[config.mk]
export PLATFORM = sky130hd
export DESIGN_NAME = bram_display_scanner
export DESIGN_NICKNAME = d
export VERILOG_FILES = /design/src/rtl/bram_display_scanner.sv
export SDC_FILE = /design/constraint.sdc
export NUM_CORES = 1
export LEC_CHECK = 0
export ABC_AREA = 1
export CAP_MARGIN = 20
export CORE_MARGIN = 5
export CORE_UTILIZATION = 30
export DETAILED_ROUTE_END_ITERATION = 12
export PLACE_DENSITY = 0.55
export SYNTH_ARGS = -nofsm -noshare
export SYNTH_HDL_FRONTEND = slang
export SYNTH_SLANG_ARGS = --single-unit
[constraint.sdc]
create_clock -name CLK100MHZ -period 3.3 [get_ports CLK100MHZ]
set_clock_uncertainty 0.15 [all_clocks]
set_input_delay 0.495 -clock CLK100MHZ [delete_from_list [all_inputs] [get_ports CLK100MHZ]]
set_output_delay 0.495 -clock CLK100MHZ [all_outputs]
set_load 0.01 [all_outputs]
[src/rtl/bram_display_scanner.sv]
// Read-side sequencer for a BRAM display port: walks an address window, captures each
// word, and holds it on display_value for DWELL_CYCLES before fetching the next one.
module bram_display_scanner #(
    parameter int ADDR_WIDTH   = 10,
    parameter int DATA_WIDTH   = 32,
    parameter int READ_LATENCY = 1,
    parameter int DWELL_CYCLES = 50000000
) (
    input  logic                  CLK100MHZ,
    input  logic                  CPU_RESETN,
    input  logic                  run,
    input  logic                  pause,
    input  logic                  step,
    input  logic [ADDR_WIDTH-1:0] base_addr,
    input  logic [ADDR_WIDTH-1:0] last_addr,
    output logic                  rd_en,
    output logic [ADDR_WIDTH-1:0] rd_addr,
    input  logic [DATA_WIDTH-1:0] rd_data,
    output logic [DATA_WIDTH-1:0] display_value,
    output logic [ADDR_WIDTH-1:0] word_addr,
    output logic                  word_valid
);

    localparam int CNT_W = $clog2(DWELL_CYCLES + 1);
    localparam logic [CNT_W-1:0] DWELL_LAST = CNT_W'(DWELL_CYCLES - 1);

    if (READ_LATENCY != 1 && READ_LATENCY != 2) begin : g_bad_latency
        $error("bram_display_scanner: READ_LATENCY must be 1 or 2");
    end

    typedef enum logic [2:0] {
        S_IDLE,
        S_ISSUE,
        S_WAIT,
        S_CAPTURE,
        S_HOLD
    } state_t;

    state_t                  state;
    logic [CNT_W-1:0]        dwell_cnt;
    logic                    advance;
    logic [ADDR_WIDTH-1:0]   next_addr;

    // A paused scanner only moves on an explicit step; an unpaused one on dwell expiry.
    always_comb begin
        advance   = (!pause && (dwell_cnt == DWELL_LAST)) || (pause && step);
        next_addr = (rd_addr == last_addr) ? base_addr : rd_addr + ADDR_WIDTH'(1);
    end

    // NOTE: all state and outputs update with non-blocking assignments so every branch
    // below sees the values from the start of the cycle, independent of statement order.
    always_ff @(posedge CLK100MHZ) begin
        if (!CPU_RESETN) begin
            // NOTE: display_value/word_addr are plain registers, not a RAM, so clearing
            // them on reset is cheap and gives the display a defined blank value.
            state         <= S_IDLE;
            rd_en         <= 1'b0;
            rd_addr       <= '0;
            display_value <= '0;
            word_addr     <= '0;
            word_valid    <= 1'b0;
            dwell_cnt     <= '0;
        end else begin
            rd_en      <= 1'b0;
            word_valid <= 1'b0;
            unique case (state)
                S_IDLE: begin
                    if (run) begin
                        rd_addr <= base_addr;
                        rd_en   <= 1'b1;
                        state   <= S_ISSUE;
                    end
                end
                S_ISSUE: begin
                    state <= (READ_LATENCY == 2) ? S_WAIT : S_CAPTURE;
                end
                S_WAIT: begin
                    state <= S_CAPTURE;
                end
                S_CAPTURE: begin
                    display_value <= rd_data;
                    word_addr     <= rd_addr;
                    word_valid    <= 1'b1;
                    dwell_cnt     <= '0;
                    state         <= S_HOLD;
                end
                S_HOLD: begin
                    // Dropping run wins over an advance so no read is left half-issued.
                    if (!run) begin
                        state <= S_IDLE;
                    end else if (advance) begin
                        rd_addr <= next_addr;
                        rd_en   <= 1'b1;
                        state   <= S_ISSUE;
                    end else if (!pause) begin
                        dwell_cnt <= dwell_cnt + CNT_W'(1);
                    end
                end
                default: begin
                    state <= S_IDLE;
                end
            endcase
        end
    end

endmodule

Word level (Yosys, flattened, before mapping). Index checks and enable logic that the tools add are counted.

Add/sub/neg operators: 2. Equality and inequality tests: 12. Reductions and logical operators: 11. Multiplexer cells: 18.

Operators by type and width (number): 26-bit 2-to-1 mux (3); 26-bit case mux with 2 select lines (1); 10-bit 2-to-1 mux (4); 26-bit by 1-bit adder with 26-bit output, second input constant (1); 26-bit equality test, second input constant (1); 10-bit case mux with 2 select lines (1); 3-bit case mux with 4 select lines (1); 10-bit by 1-bit adder with 10-bit output, second input constant (1); 10-bit equality test (1); 2-bit != test, second input constant (5); 3-bit 2-to-1 mux (3); 4-bit AND reduction (2); 3-bit by 2-bit equality test with 1-bit output, second input constant (2); 1-bit 2-to-1 mux (4); 2-bit nonzero test (2); 3-bit by 1-bit equality test with 1-bit output, second input constant (1); 3-bit equality test, second input constant (1); 3-bit zero test (1); 3-bit != test, second input constant (1); 1-bit logical AND (2); 1-bit case mux with 2 select lines (1); 2-bit AND reduction (1); 2-bit OR reduction (1); 1-bit zero test (1); 1-bit logical OR (1).

Logic and storage cells: 50. Bits in registers: 83. Input bits: 57. Output and inout port bits: 54.

Depth between registers and ports, before layout.
Depth in word-level cells: 6. Gate-level depth with buffers: 13. Mapped depth without buffers: 12.

Least setup slack after synthesis. No wires, ideal clock.

Path kind: reg-to-reg. Start: register dwell_cnt[0]. End: register dwell_cnt[3]. Arrival: 1.548 ns. Data required time: 3.037 ns. Clock period less this slack: 1.811 ns. Library setup time: 0.113 ns. Setup slack: 1.489 ns. Cell stages (with the launch flop): 14. Path buffers: 1. Cell sequence: dfxtp_1 > ha_1 > nand2_2 > nor2_4 > nand2_2 > nor2_2 > nand2_2 > nand3_2 > nand2_4 > nand2_8 > buf_12 > nand2_1 > nand2_1 > nor2_1.

Word-level cells in the longest chain between the ends: 5. Elaborated cells on any way between the ends: 10. Those cells by class: add/sub (1); eq/ne (2); mux (4); reduce/logical (3).

RTL lines: start, declared (line 40) `logic [CNT_W-1:0] dwell_cnt;`; start signal, assigned (line 96) `dwell_cnt <= dwell_cnt + CNT_W'(1);`; 26-bit by 1-bit adder with 26-bit output / 26-bit equality test (equally long branches) (line 96, 46); 26-bit 2-to-1 mux / 1-bit logical AND (equally long branches) (line 95, 46); 26-bit 2-to-1 mux / 1-bit logical OR (equally long branches) (line 91, 46); 26-bit 2-to-1 mux / 2-bit != test (equally long branches); 26-bit case mux with 2 select lines / 4-bit AND reduction (equally long branches).

Parallel ways exist; a longest one is shown, timed or not. The select of a mux whose other input is x is not followed. A chain may end at the register's enable or synchronous reset.

Worst setup path after layout.
Start: register dwell_cnt[0]. End: register dwell_cnt[1].

The elaborated chain is that of the path after synthesis.

==> results by group <==
Power
  • Combinational Power Share: 17.2%
  • Share of power burned in the clock network: 39.3%
  • Sw Ratio: 28.0%
  • Net Switching: 0.733 mW
  • Internal Pwr Total: between 1.5 and 2 mW
  • Register share of total power: 43.5%
  • Pwr Density: 449 nW/um^2
  • Maximum VDD drop: 0.234 mV
  • Lkg Pwr: 2.28 nW

Flow run
  • Max_cap viols: 0

Die
  • Die width: between 100 and 150 um
  • Core Area: about 14,000 um^2
  • Die ar.: 16,900 um^2
  • Die Ht: between 100 and 150 um
  • # rows: between 40 and 50
  • Initial Util: between 30% and 40%
  • I/O pin total: 111

Placement
  • Port-buffer cells: 110
  • Placed wire-length estimate: 9150 um
  • Placed cell count: 935
  • Pre-CTS setup slack: 0.954 ns
  • Routability cong.: 0.925

Synthesis
  • YS warnings: 0
  • Ys flop type: dfxtp_1
  • Net count after synthesis: 726
  • Sequential element share of the synthesized area: 38.4%
  • Mean Syn Cell Area: between 6 and 7 um^2
  • Post-synthesis cell count: 667
  • Post-Syn Area: ~4300 um^2
  • Synth unique cells: 35
  • Flops & latches, synth: between 80 and 90
  • Post-synth EDFFs: 0
  • FFs w/ async S/R, synth: 0%

STA
  • Tcrit/Tclk final: 70.0%
  • Max Clk Rate: 0.433 GHz
  • Unrepaired setup endpoints after global routing: no
  • Min Hold Slack: approximately 0.36 ns
  • Pins over their slew limit: 0
  • Worst setup margin: between 0.9 and 1 ns
  • Slew HR: between 40% and 50%
  • Post-route minimum period: 2.31 ns
  • Setup Viol. Count Final: 0
  • Actual slew at the worst max-slew pin: 0.775 ns
  • Setup TNS: 0 ns
  • Final hold viol count: 0

Worst setup path
  • Critical path type: flip-flop to flip-flop
  • Critical Path RT: about 3.4 ns
  • Crit path max fanout: 28
  • R2R setup slack: 0.99 ns
  • Crit end category: flip-flop
  • Worst setup SP type: flip-flop
  • WP data arrival: 2.40 ns

Route
  • DRC: 0
  • Vias: 4,468
  • Pre-antenna DRT Iters: 5
  • Post-Route WL: 12,700 um
  • Via density per instance: 4.70
  • Routed WL per cell: roughly 13 um
  • Antenna-violating nets left: 0
  • Initial DRC Count: 278

Clock tree
  • Clock-pin slew on the worst setup and hold paths: 0.06 ns
  • CTS tree: yes
  • Cts repair resizes: 0
  • H-Tree Depth: 3
  • Root buf cell: clkbuf_16
  • Worst skew pair latency: between 0.3 and 0.4 ns
  • # clock sinks: 83
  • Clock tree buffer depth: 2
  • CTS buffer count: 9
  • # Post-CTS Setup Buffers: 0
  • Hold buffer count at cts: 0

Cells and area
  • Share of layout cells above drive strength 1: 5.58%
  • Ant. Diodes: 0
  • Filler Cell Count: ~1,500
  • P&R area growth vs syn: 34.9%
  • Final Instance Count excl. Fillers: about 950
  • Final net count: 825

Global route
  • GR Overflow Total: 0
  • Number of global-route vias before repair: 4,343
  • First-pass GRT wire length: around 21,000 um
  • Largest net degree at the start of global routing: 50
  • GR Util All Layers: 15.3%
  • Initial antenna violation count: 0

Worst hold path
  • Class of the worst hold path: flip-flop to flip-flop

Run status
  • Status: finished, final reports clean
-- cell type report --
cell class	instances	area, um^2	share of cell area [%]
multi-input cells	505	2320	39.8
inverters	52	195	3.35
clock inverters	5	62.6	1.07
well taps	180	225	3.86
flip-flops and latches	83	1660	28.5
clock buffers	11	233	3.99
repair buffers	115	1130	19.4
-- kinds of logic (layout without fill, tap and decap cells) --
logic type | Yosys count | after routing | synth area share (%)
simple gates | 385 | 385 | 37.3
fa+ha+maj | 2 | 2 | 0.579
xor+xnor | 15 | 15 | 3.04
buf+inv | 79 | 183 | 7.90
compound gates | 103 | 103 | 12.7
flops | 83 | 83 | 38.4
-- worst max-delay path, stage by stage (launching register included) --
cell and delay, ns:
dfxtp_1 0.43, ha_1 0.25, nand2_2 0.10, nor2_4 0.24
nand2_2 0.09, nor2_2 0.13, nand2_2 0.09, nand3_2 0.09
nand2_4 0.15, nand2_8 0.21, inv_2 0.11, nor2_1 0.10
nor2_1 0.05
-- cells in the mapped netlist, types with 2 or more instances --
cell / n / area [um^2]
o21ai_0: 66 / 330
o21ai_1: 6 / 30.0
nor3_1: 5 / 25.0
nor3b_1: 2 / 15.0
clkbuf_1: 15 / 56.3
buf_2: 7 / 35.0
a21oi_1: 20 / 100
nand3_2: 2 / 20.0
nor2_1: 193 / 724
xor2_1: 12 / 105
inv_1: 50 / 188
nor2_4: 3 / 33.8
xnor2_1: 3 / 26.3
inv_2: 2 / 7.51
o21bai_1: 3 / 22.5
ha_1: 2 / 25.0
nand2_4: 2 / 22.5
nand2_1: 124 / 465
nand2_2: 6 / 37.5
nand4_1: 8 / 50.1
dfxtp_1: 83 / 1660
nand3_1: 37 / 185
a21oi_2: 4 / 35.0
-- registers in the layout (all words and copies together), names as in the netlist --
signal         count
dwell_cnt         26
display_value     32
rd_en              1
word_valid         1
word_addr         10
state              3
rd_addr           10
-- worst paths after layout --
| kind | startpoint | to | depth (start not counted) |
|---|---|---|---|
| setup / recovery | dwell_cnt[0] | dwell_cnt[1] | 12 |
| hold / removal | display_value[19] | display_value[19] | 2 |
| setup reg to reg | dwell_cnt[0] | dwell_cnt[1] | 12 |
| hold reg to reg | display_value[19] | display_value[19] | 2 |
-- per-stage QoR --
step	util (%)	instance area, um^2	total power, mW
after floorplan	-	4320	1.39
after global placement	39.6	5540	1.61
after detailed placement	39.6	5540	1.62
after CTS	41.7	5830	2.65
after global routing	41.7	5830	2.75
final	41.7	5830	2.62
-- power by group through the flow --
stage	registers (mW)	clock network (mW)	logic, mW
final	1.14	1.03	0.451
after global routing	1.15	1.09	0.506
after CTS	1.14	1.05	0.458
after detailed placement	1.16	0	0.455
after global placement	1.16	0	0.453
after floorplan	1.17	0	0.219
-- placed cells by master, fill, tap and decap left out, types with 2 or more instances in the layout --
| cell | count |
|---|---|
| nor2_1 | 192 |
| nand2_4 | 2 |
| xor2_1 | 12 |
| nand2_1 | 124 |
| nor3_1 | 5 |
| xnor2_1 | 3 |
| clkdlybuf4s50_1 | 109 |
| nor2_4 | 3 |
| inv_1 | 50 |
| nand3_2 | 2 |
| inv_2 | 2 |
| buf_4 | 5 |
| nor2_2 | 2 |
| a21oi_1 | 20 |
| a21oi_2 | 4 |
| nor3b_1 | 2 |
| o21ai_0 | 66 |
| o21ai_1 | 6 |
| o21bai_1 | 3 |
| dfxtp_1 | 83 |
| clkinvlp_4 | 2 |
| nand2_2 | 6 |
| clkbuf_1 | 2 |
| clkbuf_16 | 9 |
| ha_1 | 2 |
| nand3_1 | 37 |
| nand4_1 | 8 |
-- routing by layer --
layer  wire (um)  share of wire [%]  GRT usage (%)
met1        5900                 46           20.0
met3        1160                9.1           6.14
met4         262                2.1           6.11
met2        5410                 42           22.6
met5           0                  0              0
Power figures use the tool's default switching activity.
